### config.mk
export PLATFORM = sky130hd
export DESIGN_NAME = wm_extract_restore_flat
export DESIGN_NICKNAME = d
export VERILOG_FILES = /design/src/rtl/wm_extract_restore_if.sv /design/src/rtl/wm_extract_restore.sv /design/src/flat_wrapper.sv
export SDC_FILE = /design/constraint.sdc
export NUM_CORES = 1
export LEC_CHECK = 0
export CELL_PAD_IN_SITES_DETAIL_PLACEMENT = 0
export CELL_PAD_IN_SITES_GLOBAL_PLACEMENT = 1
export CORE_UTILIZATION = 34
export CTS_CLUSTER_SIZE = 20
export DETAILED_ROUTE_END_ITERATION = 12
export GPL_TIMING_DRIVEN = 0
export HOLD_SLACK_MARGIN = 0.06
export PLACE_DENSITY_LB_ADDON = 0.2
export SLEW_MARGIN = 15
export SYNTH_ARGS = -nofsm -noshare
export SYNTH_HDL_FRONTEND = slang
export SYNTH_SLANG_ARGS = --single-unit
export TNS_END_PERCENT = 1
### constraint.sdc
create_clock -name HCLK -period 1.9 [get_ports HCLK]
set_clock_uncertainty 0.1 [all_clocks]
set_input_delay 0.19 -clock HCLK [delete_from_list [all_inputs] [get_ports HCLK]]
set_output_delay 0.19 -clock HCLK [all_outputs]
set_load 0.02 [all_outputs]
### src/rtl/wm_extract_restore_if.sv
// Bundle of the pixel-pair stream into and out of the watermark extract/restore stage.
// HSYNC is a valid with no ready: the producer streams pairs at up to one per clock and the stage never stalls.
interface wm_extract_restore_if #(
    parameter int NUM_BITS = 8
);
    logic                VSYNC;
    logic                HSYNC;
    logic [7:0]          WM_R0;
    logic [7:0]          WM_R1;
    logic [7:0]          IN_G0;
    logic [7:0]          IN_G1;
    logic [7:0]          IN_B0;
    logic [7:0]          IN_B1;
    logic                OUT_VALID;
    logic [7:0]          REST_R0;
    logic [7:0]          REST_R1;
    logic [7:0]          OUT_G0;
    logic [7:0]          OUT_G1;
    logic [7:0]          OUT_B0;
    logic [7:0]          OUT_B1;
    logic                BIT_VALID;
    logic                BIT_OUT;
    logic [NUM_BITS-1:0] WM_WORD;
    logic                wm_done;
    logic                frame_done;
    logic [2:0]          dbg_state;

    modport master (
        output VSYNC, HSYNC, WM_R0, WM_R1, IN_G0, IN_G1, IN_B0, IN_B1,
        input  OUT_VALID, REST_R0, REST_R1, OUT_G0, OUT_G1, OUT_B0, OUT_B1,
        input  BIT_VALID, BIT_OUT, WM_WORD, wm_done, frame_done, dbg_state
    );

    modport slave (
        input  VSYNC, HSYNC, WM_R0, WM_R1, IN_G0, IN_G1, IN_B0, IN_B1,
        output OUT_VALID, REST_R0, REST_R1, OUT_G0, OUT_G1, OUT_B0, OUT_B1,
        output BIT_VALID, BIT_OUT, WM_WORD, wm_done, frame_done, dbg_state
    );
endinterface

### src/rtl/wm_extract_restore.sv
// Inverts difference-expansion embedding on the R pair: recovers watermark bits and
// restores the original R values, passing G/B through with one registered cycle.
module wm_extract_restore #(
    parameter int WIDTH    = 8,
    parameter int HEIGHT   = 8,
    parameter int NUM_BITS = 8
) (
    input logic                 HCLK,
    input logic                 HRESETn,
    wm_extract_restore_if.slave bus
);
    localparam int TOTAL_PAIRS = WIDTH * HEIGHT / 2;
    localparam int BCW = $clog2(NUM_BITS + 1);
    localparam int PCW = $clog2(TOTAL_PAIRS + 1);

    localparam logic [2:0] IDLE    = 3'd0;
    localparam logic [2:0] ARM     = 3'd1;
    localparam logic [2:0] EXTRACT = 3'd2;
    localparam logic [2:0] PASS    = 3'd3;
    localparam logic [2:0] DONE    = 3'd4;

    logic [2:0]          state;
    logic [BCW-1:0]      bit_cnt;
    logic [PCW-1:0]      pair_cnt;
    logic                out_valid, bit_valid, bit_out, wm_done, frame_done;
    logic [7:0]          rest_r0, rest_r1, out_g0, out_g1, out_b0, out_b1;
    logic [NUM_BITS-1:0] wm_word;

    logic       accept, carrier, a_gt_b, last_pair, bit_last;
    logic [7:0] diff, avg, hi, lo;

    always_comb begin
        accept    = 1'b0;
        carrier   = 1'b0;
        a_gt_b    = bus.WM_R0 > bus.WM_R1;
        diff      = a_gt_b ? (bus.WM_R0 - bus.WM_R1) : (bus.WM_R1 - bus.WM_R0);
        // floor((a+b)/2) without needing the 9-bit sum's dropped LSB
        avg       = {1'b0, bus.WM_R0[7:1]} + {1'b0, bus.WM_R1[7:1]}
                  + {7'd0, bus.WM_R0[0] & bus.WM_R1[0]};
        // d = diff>>1; hi adds ceil(d/2), lo subtracts floor(d/2)
        hi        = avg + {2'b00, diff[7:2]} + {7'd0, diff[1]};
        lo        = avg - {2'b00, diff[7:2]};
        last_pair = 32'(pair_cnt) == TOTAL_PAIRS - 1;
        bit_last  = 32'(bit_cnt) == NUM_BITS - 1;
        if (!bus.VSYNC && bus.HSYNC && (state == ARM || state == EXTRACT || state == PASS)) begin
            accept  = 1'b1;
            carrier = (state != PASS) && (bus.WM_R0 != bus.WM_R1);
        end
    end

    always_ff @(posedge HCLK or negedge HRESETn) begin
        if (!HRESETn) begin
            state      <= IDLE;
            bit_cnt    <= '0;
            pair_cnt   <= '0;
            out_valid  <= 1'b0;
            bit_valid  <= 1'b0;
            bit_out    <= 1'b0;
            wm_done    <= 1'b0;
            frame_done <= 1'b0;
            rest_r0    <= '0;
            rest_r1    <= '0;
            out_g0     <= '0;
            out_g1     <= '0;
            out_b0     <= '0;
            out_b1     <= '0;
            wm_word    <= '0;
        end else begin
            frame_done <= (state == DONE);
            out_valid  <= accept;
            bit_valid  <= carrier;
            if (accept) begin
                rest_r0 <= carrier ? (a_gt_b ? hi : lo) : bus.WM_R0;
                rest_r1 <= carrier ? (a_gt_b ? lo : hi) : bus.WM_R1;
                out_g0  <= bus.IN_G0;
                out_g1  <= bus.IN_G1;
                out_b0  <= bus.IN_B0;
                out_b1  <= bus.IN_B1;
            end
            if (carrier) begin
                bit_out <= diff[0];
                for (int k = 0; k < NUM_BITS; k++) begin
                    if (32'(bit_cnt) == k) wm_word[k] <= diff[0];
                end
                bit_cnt <= bit_cnt + BCW'(1);
                if (bit_last) wm_done <= 1'b1;
            end
            // VSYNC restarts the frame from any state; a coincident pair is dropped
            if (bus.VSYNC) begin
                state    <= ARM;
                bit_cnt  <= '0;
                pair_cnt <= '0;
                wm_word  <= '0;
                wm_done  <= 1'b0;
            end else begin
                case (state)
                    ARM, EXTRACT, PASS: begin
                        if (bus.HSYNC) begin
                            pair_cnt <= pair_cnt + PCW'(1);
                            if (last_pair)
                                state <= DONE;
                            else if (state == PASS || (carrier && bit_last))
                                state <= PASS;
                            else
                                state <= EXTRACT;
                        end
                    end
                    DONE:    state <= IDLE;
                    default: state <= state;
                endcase
            end
        end
    end

    assign bus.OUT_VALID  = out_valid;
    assign bus.REST_R0    = rest_r0;
    assign bus.REST_R1    = rest_r1;
    assign bus.OUT_G0     = out_g0;
    assign bus.OUT_G1     = out_g1;
    assign bus.OUT_B0     = out_b0;
    assign bus.OUT_B1     = out_b1;
    assign bus.BIT_VALID  = bit_valid;
    assign bus.BIT_OUT    = bit_out;
    assign bus.WM_WORD    = wm_word;
    assign bus.wm_done    = wm_done;
    assign bus.frame_done = frame_done;
    assign bus.dbg_state  = state;
endmodule
### src/flat_wrapper.sv
// flat-port wrapper written by rule: the top's interface ports become plain ports
module wm_extract_restore_flat 
#(
    parameter int WIDTH    = 8,
    parameter int HEIGHT   = 8,
    parameter int NUM_BITS = 8
)
  (HCLK, HRESETn, bus_VSYNC, bus_HSYNC, bus_WM_R0, bus_WM_R1, bus_IN_G0, bus_IN_G1, bus_IN_B0, bus_IN_B1, bus_OUT_VALID, bus_REST_R0, bus_REST_R1, bus_OUT_G0, bus_OUT_G1, bus_OUT_B0, bus_OUT_B1, bus_BIT_VALID, bus_BIT_OUT, bus_WM_WORD, bus_wm_done, bus_frame_done, bus_dbg_state);
  wm_extract_restore_if #(.NUM_BITS(NUM_BITS)) bus_i ();
  input logic HCLK;
  input logic HRESETn;
  input wire logic [$bits(bus_i.VSYNC)-1:0] bus_VSYNC;
  input wire logic [$bits(bus_i.HSYNC)-1:0] bus_HSYNC;
  input wire logic [$bits(bus_i.WM_R0)-1:0] bus_WM_R0;
  input wire logic [$bits(bus_i.WM_R1)-1:0] bus_WM_R1;
  input wire logic [$bits(bus_i.IN_G0)-1:0] bus_IN_G0;
  input wire logic [$bits(bus_i.IN_G1)-1:0] bus_IN_G1;
  input wire logic [$bits(bus_i.IN_B0)-1:0] bus_IN_B0;
  input wire logic [$bits(bus_i.IN_B1)-1:0] bus_IN_B1;
  output wire logic [$bits(bus_i.OUT_VALID)-1:0] bus_OUT_VALID;
  output wire logic [$bits(bus_i.REST_R0)-1:0] bus_REST_R0;
  output wire logic [$bits(bus_i.REST_R1)-1:0] bus_REST_R1;
  output wire logic [$bits(bus_i.OUT_G0)-1:0] bus_OUT_G0;
  output wire logic [$bits(bus_i.OUT_G1)-1:0] bus_OUT_G1;
  output wire logic [$bits(bus_i.OUT_B0)-1:0] bus_OUT_B0;
  output wire logic [$bits(bus_i.OUT_B1)-1:0] bus_OUT_B1;
  output wire logic [$bits(bus_i.BIT_VALID)-1:0] bus_BIT_VALID;
  output wire logic [$bits(bus_i.BIT_OUT)-1:0] bus_BIT_OUT;
  output wire logic [$bits(bus_i.WM_WORD)-1:0] bus_WM_WORD;
  output wire logic [$bits(bus_i.wm_done)-1:0] bus_wm_done;
  output wire logic [$bits(bus_i.frame_done)-1:0] bus_frame_done;
  output wire logic [$bits(bus_i.dbg_state)-1:0] bus_dbg_state;
  assign bus_i.VSYNC = bus_VSYNC;
  assign bus_i.HSYNC = bus_HSYNC;
  assign bus_i.WM_R0 = bus_WM_R0;
  assign bus_i.WM_R1 = bus_WM_R1;
  assign bus_i.IN_G0 = bus_IN_G0;
  assign bus_i.IN_G1 = bus_IN_G1;
  assign bus_i.IN_B0 = bus_IN_B0;
  assign bus_i.IN_B1 = bus_IN_B1;
  assign bus_OUT_VALID = bus_i.OUT_VALID;
  assign bus_REST_R0 = bus_i.REST_R0;
  assign bus_REST_R1 = bus_i.REST_R1;
  assign bus_OUT_G0 = bus_i.OUT_G0;
  assign bus_OUT_G1 = bus_i.OUT_G1;
  assign bus_OUT_B0 = bus_i.OUT_B0;
  assign bus_OUT_B1 = bus_i.OUT_B1;
  assign bus_BIT_VALID = bus_i.BIT_VALID;
  assign bus_BIT_OUT = bus_i.BIT_OUT;
  assign bus_WM_WORD = bus_i.WM_WORD;
  assign bus_wm_done = bus_i.wm_done;
  assign bus_frame_done = bus_i.frame_done;
  assign bus_dbg_state = bus_i.dbg_state;
  wm_extract_restore #(.WIDTH(WIDTH), .HEIGHT(HEIGHT), .NUM_BITS(NUM_BITS)) u_core (.HCLK(HCLK), .HRESETn(HRESETn), .bus(bus_i));
endmodule
# [After elaboration in Yosys (flattened, before gate mapping)]
# Index checks and enable logic that the tools add are counted.
[word_totals] register_bits=74 input_bits=52 out_inout_bits=64
[op_classes] add_sub_neg=9 magnitude_cmp=1 eq_ne=15 n_mux=30 bitwise=1 n_reduce_logical=32
[op_table] cell="two-way mux 8 bit" n=7
[op_table] cell="nonzero test 2 bit" n=11
[op_table] cell="AND reduction 2 bit" n=10
[op_table] cell="two-way mux 6 bit" n=3
[op_table] cell="adder 8 x 1 -> 8 bit" n=2
[op_table] cell="== test 4 x 3 -> 1 bit (second input constant)" n=4
[op_table] cell="subtractor 8 bit" n=2
[op_table] cell="two-way mux 1 bit" n=14
[op_table] cell="two-way mux 3 bit" n=3
[op_table] cell="adder 7 x 7 -> 8 bit" n=1
[op_table] cell="adder 8 x 6 -> 8 bit" n=1
[op_table] cell="== test 4 x 2 -> 1 bit (second input constant)" n=2
[op_table] cell="> comparator 8 bit" n=1
[op_table] cell="two-way mux 4 bit" n=2
[op_table] cell="inequality test 8 bit" n=1
[op_table] cell="subtractor 8 x 6 -> 8 bit" n=1
[op_table] cell="adder 6 x 1 -> 6 bit (second input constant)" n=1
[op_table] cell="== test 3 x 2 -> 1 bit (second input constant)" n=2
[op_table] cell="== test 6 x 5 -> 1 bit (second input constant)" n=1
[op_table] cell="one-hot mux 3 bit (2 select lines)" n=1
[op_table] cell="adder 4 x 1 -> 4 bit (second input constant)" n=1
[op_table] cell="== test 4 x 1 -> 1 bit (second input constant)" n=1
[op_table] cell="logical AND 1 bit" n=4
[op_table] cell="logical NOT 4 bit" n=1
[op_table] cell="9 further kinds" n=11

# [Longest topological paths before layout]
[depth] ltp_word=12 depth_mapped=20 depth_no_buf=19

# [Worst setup path before layout]
# No wires, ideal clock.
[synth_path] kind="input to register" startpoint="input port bus_WM_R1[2]" endpoint="register u_core.rest_r0[6], in the netlist u_core.bus.REST_R0[6]" setup_time_ns=0.126 t_arrival_ns=3.603 required_time_ns=1.674 setup_slack_ns=-1.929 path_stages=18 n_path_buf=2 path_cell_list="inv_1 -> ha_1 -> clkbuf_1 -> nand4_1 -> or2_1 -> o21ai_2 -> buf_2 -> mux2i_1 -> xnor2_1 -> inv_1 -> fa_1 -> fa_1 -> o21bai_1 -> a21o_1 -> a31oi_1 -> mux2i_1 -> xnor2_1 -> a21oi_1"
[synth_between] elab_chain_len=6
[synth_rtl] element="start, declared" line="flat_wrapper.sv:15" rtl="input wire logic [$bits(bus_i.WM_R1)-1:0] bus_WM_R1;"
[synth_rtl] element="adder 7 x 7 -> 8 bit (tied with other cells)" line="wm_extract_restore.sv:38" rtl="avg = {1'b0, bus.WM_R0[7:1]} + {1'b0, bus.WM_R1[7:1]}"
[synth_rtl] element="adder 8 x 1 -> 8 bit / two-way mux 8 bit (equally long branches)" line="wm_extract_restore.sv:39, wm_extract_restore.sv:36"
[synth_rtl] element="adder 8 x 6 -> 8 bit" line="wm_extract_restore.sv:41" rtl="hi = avg + {2'b00, diff[7:2]} + {7'd0, diff[1]};"
[synth_rtl] element="adder 8 x 1 -> 8 bit" line="wm_extract_restore.sv:41"
[synth_rtl] element="two-way mux 8 bit" line="wm_extract_restore.sv:73" rtl="rest_r0 <= carrier ? (a_gt_b ? hi : lo) : bus.WM_R0;"
[synth_rtl] element="two-way mux 8 bit (*)" line="wm_extract_restore.sv:73"
[synth_rtl] element="end signal, assigned" line="wm_extract_restore.sv:73"
[synth_rtl] element="end, declared" line="wm_extract_restore.sv:26" rtl="logic [7:0] rest_r0, rest_r1, out_g0, out_g1, out_b0, out_b1;"
# Mark *: on every way between the ends. The rest lies on a longest branch, timed or not.
# A chain may end at the register's enable or synchronous reset.

# [Worst setup path in the final report]
[layout_path] startpoint="input port bus_WM_R0[7]" endpoint="register u_core.rest_r0[6], in the netlist u_core.bus.REST_R0[6]"
[layout_between] elab_chain_len=6
[layout_rtl] element="start, declared" line="flat_wrapper.sv:14" rtl="input wire logic [$bits(bus_i.WM_R0)-1:0] bus_WM_R0;"
[layout_rtl] element="adder 7 x 7 -> 8 bit (tied with other cells)" line="wm_extract_restore.sv:38"
[layout_rtl] element="adder 8 x 1 -> 8 bit / two-way mux 8 bit (equally long branches)" line="wm_extract_restore.sv:39, wm_extract_restore.sv:36"
[layout_rtl] element="adder 8 x 6 -> 8 bit" line="wm_extract_restore.sv:41"
[layout_rtl] element="adder 8 x 1 -> 8 bit" line="wm_extract_restore.sv:41"
[layout_rtl] element="two-way mux 8 bit" line="wm_extract_restore.sv:73"
[layout_rtl] element="two-way mux 8 bit (*)" line="wm_extract_restore.sv:73"
# Marked as above.

==> flow_metrics.env <==
export IMPL_outcome="finished with violations"
export IMPL_failed_checks="negative setup slack"
export IMPL_cts_buffers_inserted=9
export IMPL_grt_met1_usage=0.2584
export IMPL_hold_start="bus_WM_R0[4]"
export IMPL_netlist_area_leader_share=0.3944
export IMPL_fmax_mhz=275.9
export IMPL_flow_area_growth_from_synthesis_pct=49.77
export IMPL_cp_startpoint="bus_WM_R0[7]"
export IMPL_reg2reg_setup_slack_ns=-0.49
export IMPL_globalRouteTotalUtil=0.1959
export IMPL_clock_sink_count=74
export IMPL_grt_met3_usage=0.04943
export IMPL_layout_core_utilization=0.5269
export IMPL_post_layout_minimum_cycle_time_ns=3.624
export IMPL_rsz0062_at_grt="true"
export IMPL_portBuffers=115
export IMPL_post_route_drc=0
export IMPL_core_sq_um=13350
export IMPL_worstPathRequired_ns=2.01
export IMPL_grt_busiest_layer="met2"
export IMPL_dieWidth_microns=119.5
export IMPL_netlist_top_cells_area="sky130_fd_sc_hd__dfrtp_1 (39%), sky130_fd_sc_hd__ha_1 (10%), sky130_fd_sc_hd__nand2_1 (9.7%)"
export IMPL_detailedPlace_worstSlack_ns=-2.976
export IMPL_start_util=0.3518
export IMPL_arrival_ns=3.73
export IMPL_clock_latency_ns=0.33
export IMPL_io_pins=116
export IMPL_grt_first_pass_wirelength_microns=22050
export IMPL_routed_wl_microns=13690
export IMPL_final_layout_size_suffix_gt1_frac=0.1940
export IMPL_synth_top_area_cell="sky130_fd_sc_hd__dfrtp_1"
export IMPL_avgViaCountPerCell=4.875
export IMPL_cts_htree_levels=3
export IMPL_post_layout_total_power_mw=7.258
export IMPL_worstPathMaxFanout=4
export IMPL_share_of_synthesized_registers_carrying_an_async_set_or_reset=1.000
export IMPL_worst_slew_pin_slew_ns=0.5491
export IMPL_max_cap_violations=0
export IMPL_power_ir_vdd_worst_v=0.0004858
export IMPL_clockRootBuffer="sky130_fd_sc_hd__clkbuf_16"
export IMPL_timing_critical_path_to="u_core.bus.REST_R0[6]$_DFFE_PN0P_"
export IMPL_grt_total_ovfl=0
export IMPL_drt_initial_drc_count=154
export IMPL_detailroute_via_count=4275
export IMPL_synth_flop_cell="sky130_fd_sc_hd__dfrtp_1"
export IMPL_yosys_warnings=0
export IMPL_gpl_final_weighted_congestion=0.8341
export IMPL_worstReg2RegEnd="u_core.bus.REST_R1[4]$_DFFE_PN0P_"
export IMPL_synthesis_area_per_instance_sq_um=8.794
export IMPL_power_static_leakage_nw=3.223
export IMPL_rr_worst_depth=7
export IMPL_post_synth_num_cell_types=56
export IMPL_placed_cells=826
export IMPL_final_hold_viol_count=0
export IMPL_critical_path_endpoint_type="register"
export IMPL_syn_inst=534
export IMPL_n_antenna_cell=0
export IMPL_number_of_buffers_on_the_longest_clock_path=2
export IMPL_placementRows=42
export IMPL_floorplan_die_area_sq_um=14290
export IMPL_setup_viol=31
export IMPL_grt_pass1_vias=4293
export IMPL_placedInstanceArea_sq_um=6155
export IMPL_fin_crit_sh=1.907
export IMPL_drtPass1Iterations=6
export IMPL_setup_slack_ns=-1.724
export IMPL_synth_area_sq_um=4696
export IMPL_post_drt_wl_per_cell_microns=15.61
export IMPL_ant_nets=0
export IMPL_share_of_synthesized_area_occupied_by_flip_flops_and_latches=0.3944
export IMPL_num_nets_final=794
export IMPL_register_bit_total_from_synthesis=74
export IMPL_timing_slew_headroom=0.6339
export IMPL_syn_nets=632
export IMPL_hold_removal_path_class="in -> reg"
export IMPL_stdcell_area_sq_um=7033
export IMPL_hpwlAfterDp_microns=9970
export IMPL_worst_r2r_startpoint="u_core.bus.dbg_state[1]$_DFFE_PN0P_"
export IMPL_grt_max_degree=53
export IMPL_use_met2=0.3172
export IMPL_clock_tree_from_tritoncts="done"
export IMPL_setup_worst_path_start_class="primary input"
export IMPL_number_of_antenna_violations_at_the_first_check_in_global_routing=0
export IMPL_critical_path_class="in -> reg"
export IMPL_finalNonFillerCells=877
export IMPL_synth_enable_flop_cells=0
export IMPL_chipHeight_microns=119.5
export IMPL_power_density_nw_per_um2=1032
export IMPL_slew_violations=0
export IMPL_cts_clk_slew_worst_paths_ns=0.05
-- cells in the final DEF (no fill, tap or decap), types with 6 or more instances in the layout --
master,count
sky130_fd_sc_hd__nor2_1,38
sky130_fd_sc_hd__o21bai_1,7
sky130_fd_sc_hd__inv_1,28
sky130_fd_sc_hd__o21ai_0,7
sky130_fd_sc_hd__buf_4,35
sky130_fd_sc_hd__buf_6,6
sky130_fd_sc_hd__ha_1,31
sky130_fd_sc_hd__clkbuf_16,10
sky130_fd_sc_hd__dfrtp_1,74
sky130_fd_sc_hd__nand2_1,121
sky130_fd_sc_hd__clkdlybuf4s50_1,98
sky130_fd_sc_hd__ha_4,8
sky130_fd_sc_hd__buf_2,13
sky130_fd_sc_hd__clkbuf_1,8
sky130_fd_sc_hd__inv_2,6
sky130_fd_sc_hd__a21oi_1,43
sky130_fd_sc_hd__nor2b_1,6
sky130_fd_sc_hd__o22ai_1,17
sky130_fd_sc_hd__xor2_1,8
sky130_fd_sc_hd__mux2i_1,8
sky130_fd_sc_hd__xnor2_1,18
-- synthesized netlist by cell type, types with 2 or more instances --
master / instances
sky130_fd_sc_hd__dfrtp_1: 74
sky130_fd_sc_hd__o21ai_1: 4
sky130_fd_sc_hd__and2_1: 2
sky130_fd_sc_hd__nand2b_1: 4
sky130_fd_sc_hd__o21bai_1: 7
sky130_fd_sc_hd__ha_1: 39
sky130_fd_sc_hd__o31ai_1: 4
sky130_fd_sc_hd__o22ai_1: 17
sky130_fd_sc_hd__mux2i_1: 11
sky130_fd_sc_hd__xor2_1: 8
sky130_fd_sc_hd__mux2_2: 3
sky130_fd_sc_hd__nand3_1: 2
sky130_fd_sc_hd__xnor2_1: 20
sky130_fd_sc_hd__buf_2: 5
sky130_fd_sc_hd__a211o_1: 2
sky130_fd_sc_hd__nor2_1: 39
sky130_fd_sc_hd__nor3_1: 2
sky130_fd_sc_hd__a31oi_1: 4
sky130_fd_sc_hd__nand2_1: 121
sky130_fd_sc_hd__a22o_1: 3
sky130_fd_sc_hd__clkbuf_1: 16
sky130_fd_sc_hd__or2_1: 3
sky130_fd_sc_hd__nand4_1: 5
sky130_fd_sc_hd__nor2b_1: 7
sky130_fd_sc_hd__a21oi_1: 47
sky130_fd_sc_hd__o21ai_0: 10
sky130_fd_sc_hd__or3_1: 3
sky130_fd_sc_hd__inv_1: 35
sky130_fd_sc_hd__a21o_1: 4
sky130_fd_sc_hd__fa_1: 7
-- where the power goes --
part | leakage (nW) | switching (mW) | internal, mW
sequential | 0.923 | 0.181 | 1.88
combinational | 2.15 | 1.79 | 1.70
clock | 0.147 | 0.615 | 1.09
-- cell type report --
class                   instances  area (sq um)
repair buffers                151          1421
clock buffers                  14         264.0
flip-flops and latches         74          1852
well taps                     176         220.2
inverters                      36         137.6
multi-input cells             399          2888
clock inverters                 2         35.03
fillers                      1259          6315
plain buffers                  25         215.2
-- metal layers --
metal  vias to the layer above  routed length (microns)  part of all wire
met5                         -                        0                 0
met4                         0                      248             0.018
met3                        19                      751             0.055
met2                       110                     6453              0.47
met1                      2035                     6237              0.46
li1                       2111                        -                 -
-- through the flow --
| step | setup TNS, ns | hold WS, ns |
|---|---|---|
| after detailed placement | -65.08 | 0.01792 |
| final | -25.90 | 0.07073 |
| after CTS | -28.35 | 0.08205 |
| after global placement | -218.62 | 0.3569 |
| after global routing | -30.95 | 0.08729 |
| after floorplan | -23.61 | -0.2056 |
-- registers in the layout (all words and copies together) (netlist names) --
signal                 flops
u_core.bus.REST_R0         8
u_core.bus.OUT_G0          8
u_core.bus.frame_done      1
u_core.bus.OUT_VALID       1
u_core.bus.dbg_state       3
u_core.bus.wm_done         1
u_core.pair_cnt            6
u_core.bus.BIT_OUT         1
u_core.bus.WM_WORD         8
u_core.bus.OUT_B0          8
u_core.bus.BIT_VALID       1
u_core.bus.OUT_G1          8
u_core.bus.OUT_B1          8
u_core.bus.REST_R1         8
u_core.bit_cnt             4
-- critical path, cell delays in order --
cell	delay, ns
sky130_fd_sc_hd__buf_8	0.10
sky130_fd_sc_hd__ha_4	0.27
sky130_fd_sc_hd__clkbuf_16	0.12
sky130_fd_sc_hd__nand4_1	0.23
sky130_fd_sc_hd__or2_4	0.33
sky130_fd_sc_hd__o21ai_4	0.10
sky130_fd_sc_hd__buf_6	0.15
sky130_fd_sc_hd__buf_12	0.11
sky130_fd_sc_hd__mux2i_4	0.23
sky130_fd_sc_hd__xnor2_2	0.17
sky130_fd_sc_hd__inv_2	0.06
sky130_fd_sc_hd__fa_2	0.38
sky130_fd_sc_hd__fa_2	0.42
sky130_fd_sc_hd__o21bai_1	0.15
sky130_fd_sc_hd__a21o_1	0.18
sky130_fd_sc_hd__a31oi_2	0.11
sky130_fd_sc_hd__mux2i_1	0.18
sky130_fd_sc_hd__xnor2_1	0.14
sky130_fd_sc_hd__a21oi_1	0.08
-- cells by family after synthesis --
group / count (synthesis) / share of synthesized area
adder cells (fa/ha/maj): 46 / 0.1338
AO/OA/AOI/OAI: 115 / 0.1564
multiplexers: 14 / 0.03064
XOR/XNOR: 28 / 0.05223
AND/OR/NAND/NOR: 196 / 0.1793
buffers and inverters: 61 / 0.05329
flip-flops: 74 / 0.3944
-- how the worst min path moves through the flow --
stage	end	depth (start not counted)
floorplan	u_core.bit_cnt[0]$_DFFE_PN0P_	0
global placement	u_core.bus.OUT_B0[3]$_DFFE_PN0P_	2
detailed placement	u_core.bus.REST_R0[1]$_DFFE_PN0P_	1
CTS	u_core.bus.REST_R0[0]$_DFFE_PN0P_	3
global route	u_core.bus.REST_R0[4]$_DFFE_PN0P_	3
finish	u_core.bus.REST_R0[4]$_DFFE_PN0P_	3
-- timing repair --
item | CTS | global route
endpoints found under the setup margin | 65 | 64
gates resized for setup | 112 | 49
hold buffers | 2 | 0
buffers inserted | 22 | 11
pin swaps | 21 | 26
hold endpoints to repair | 75 | 0
No activity file was read; power rests on OpenSTA's default activity.
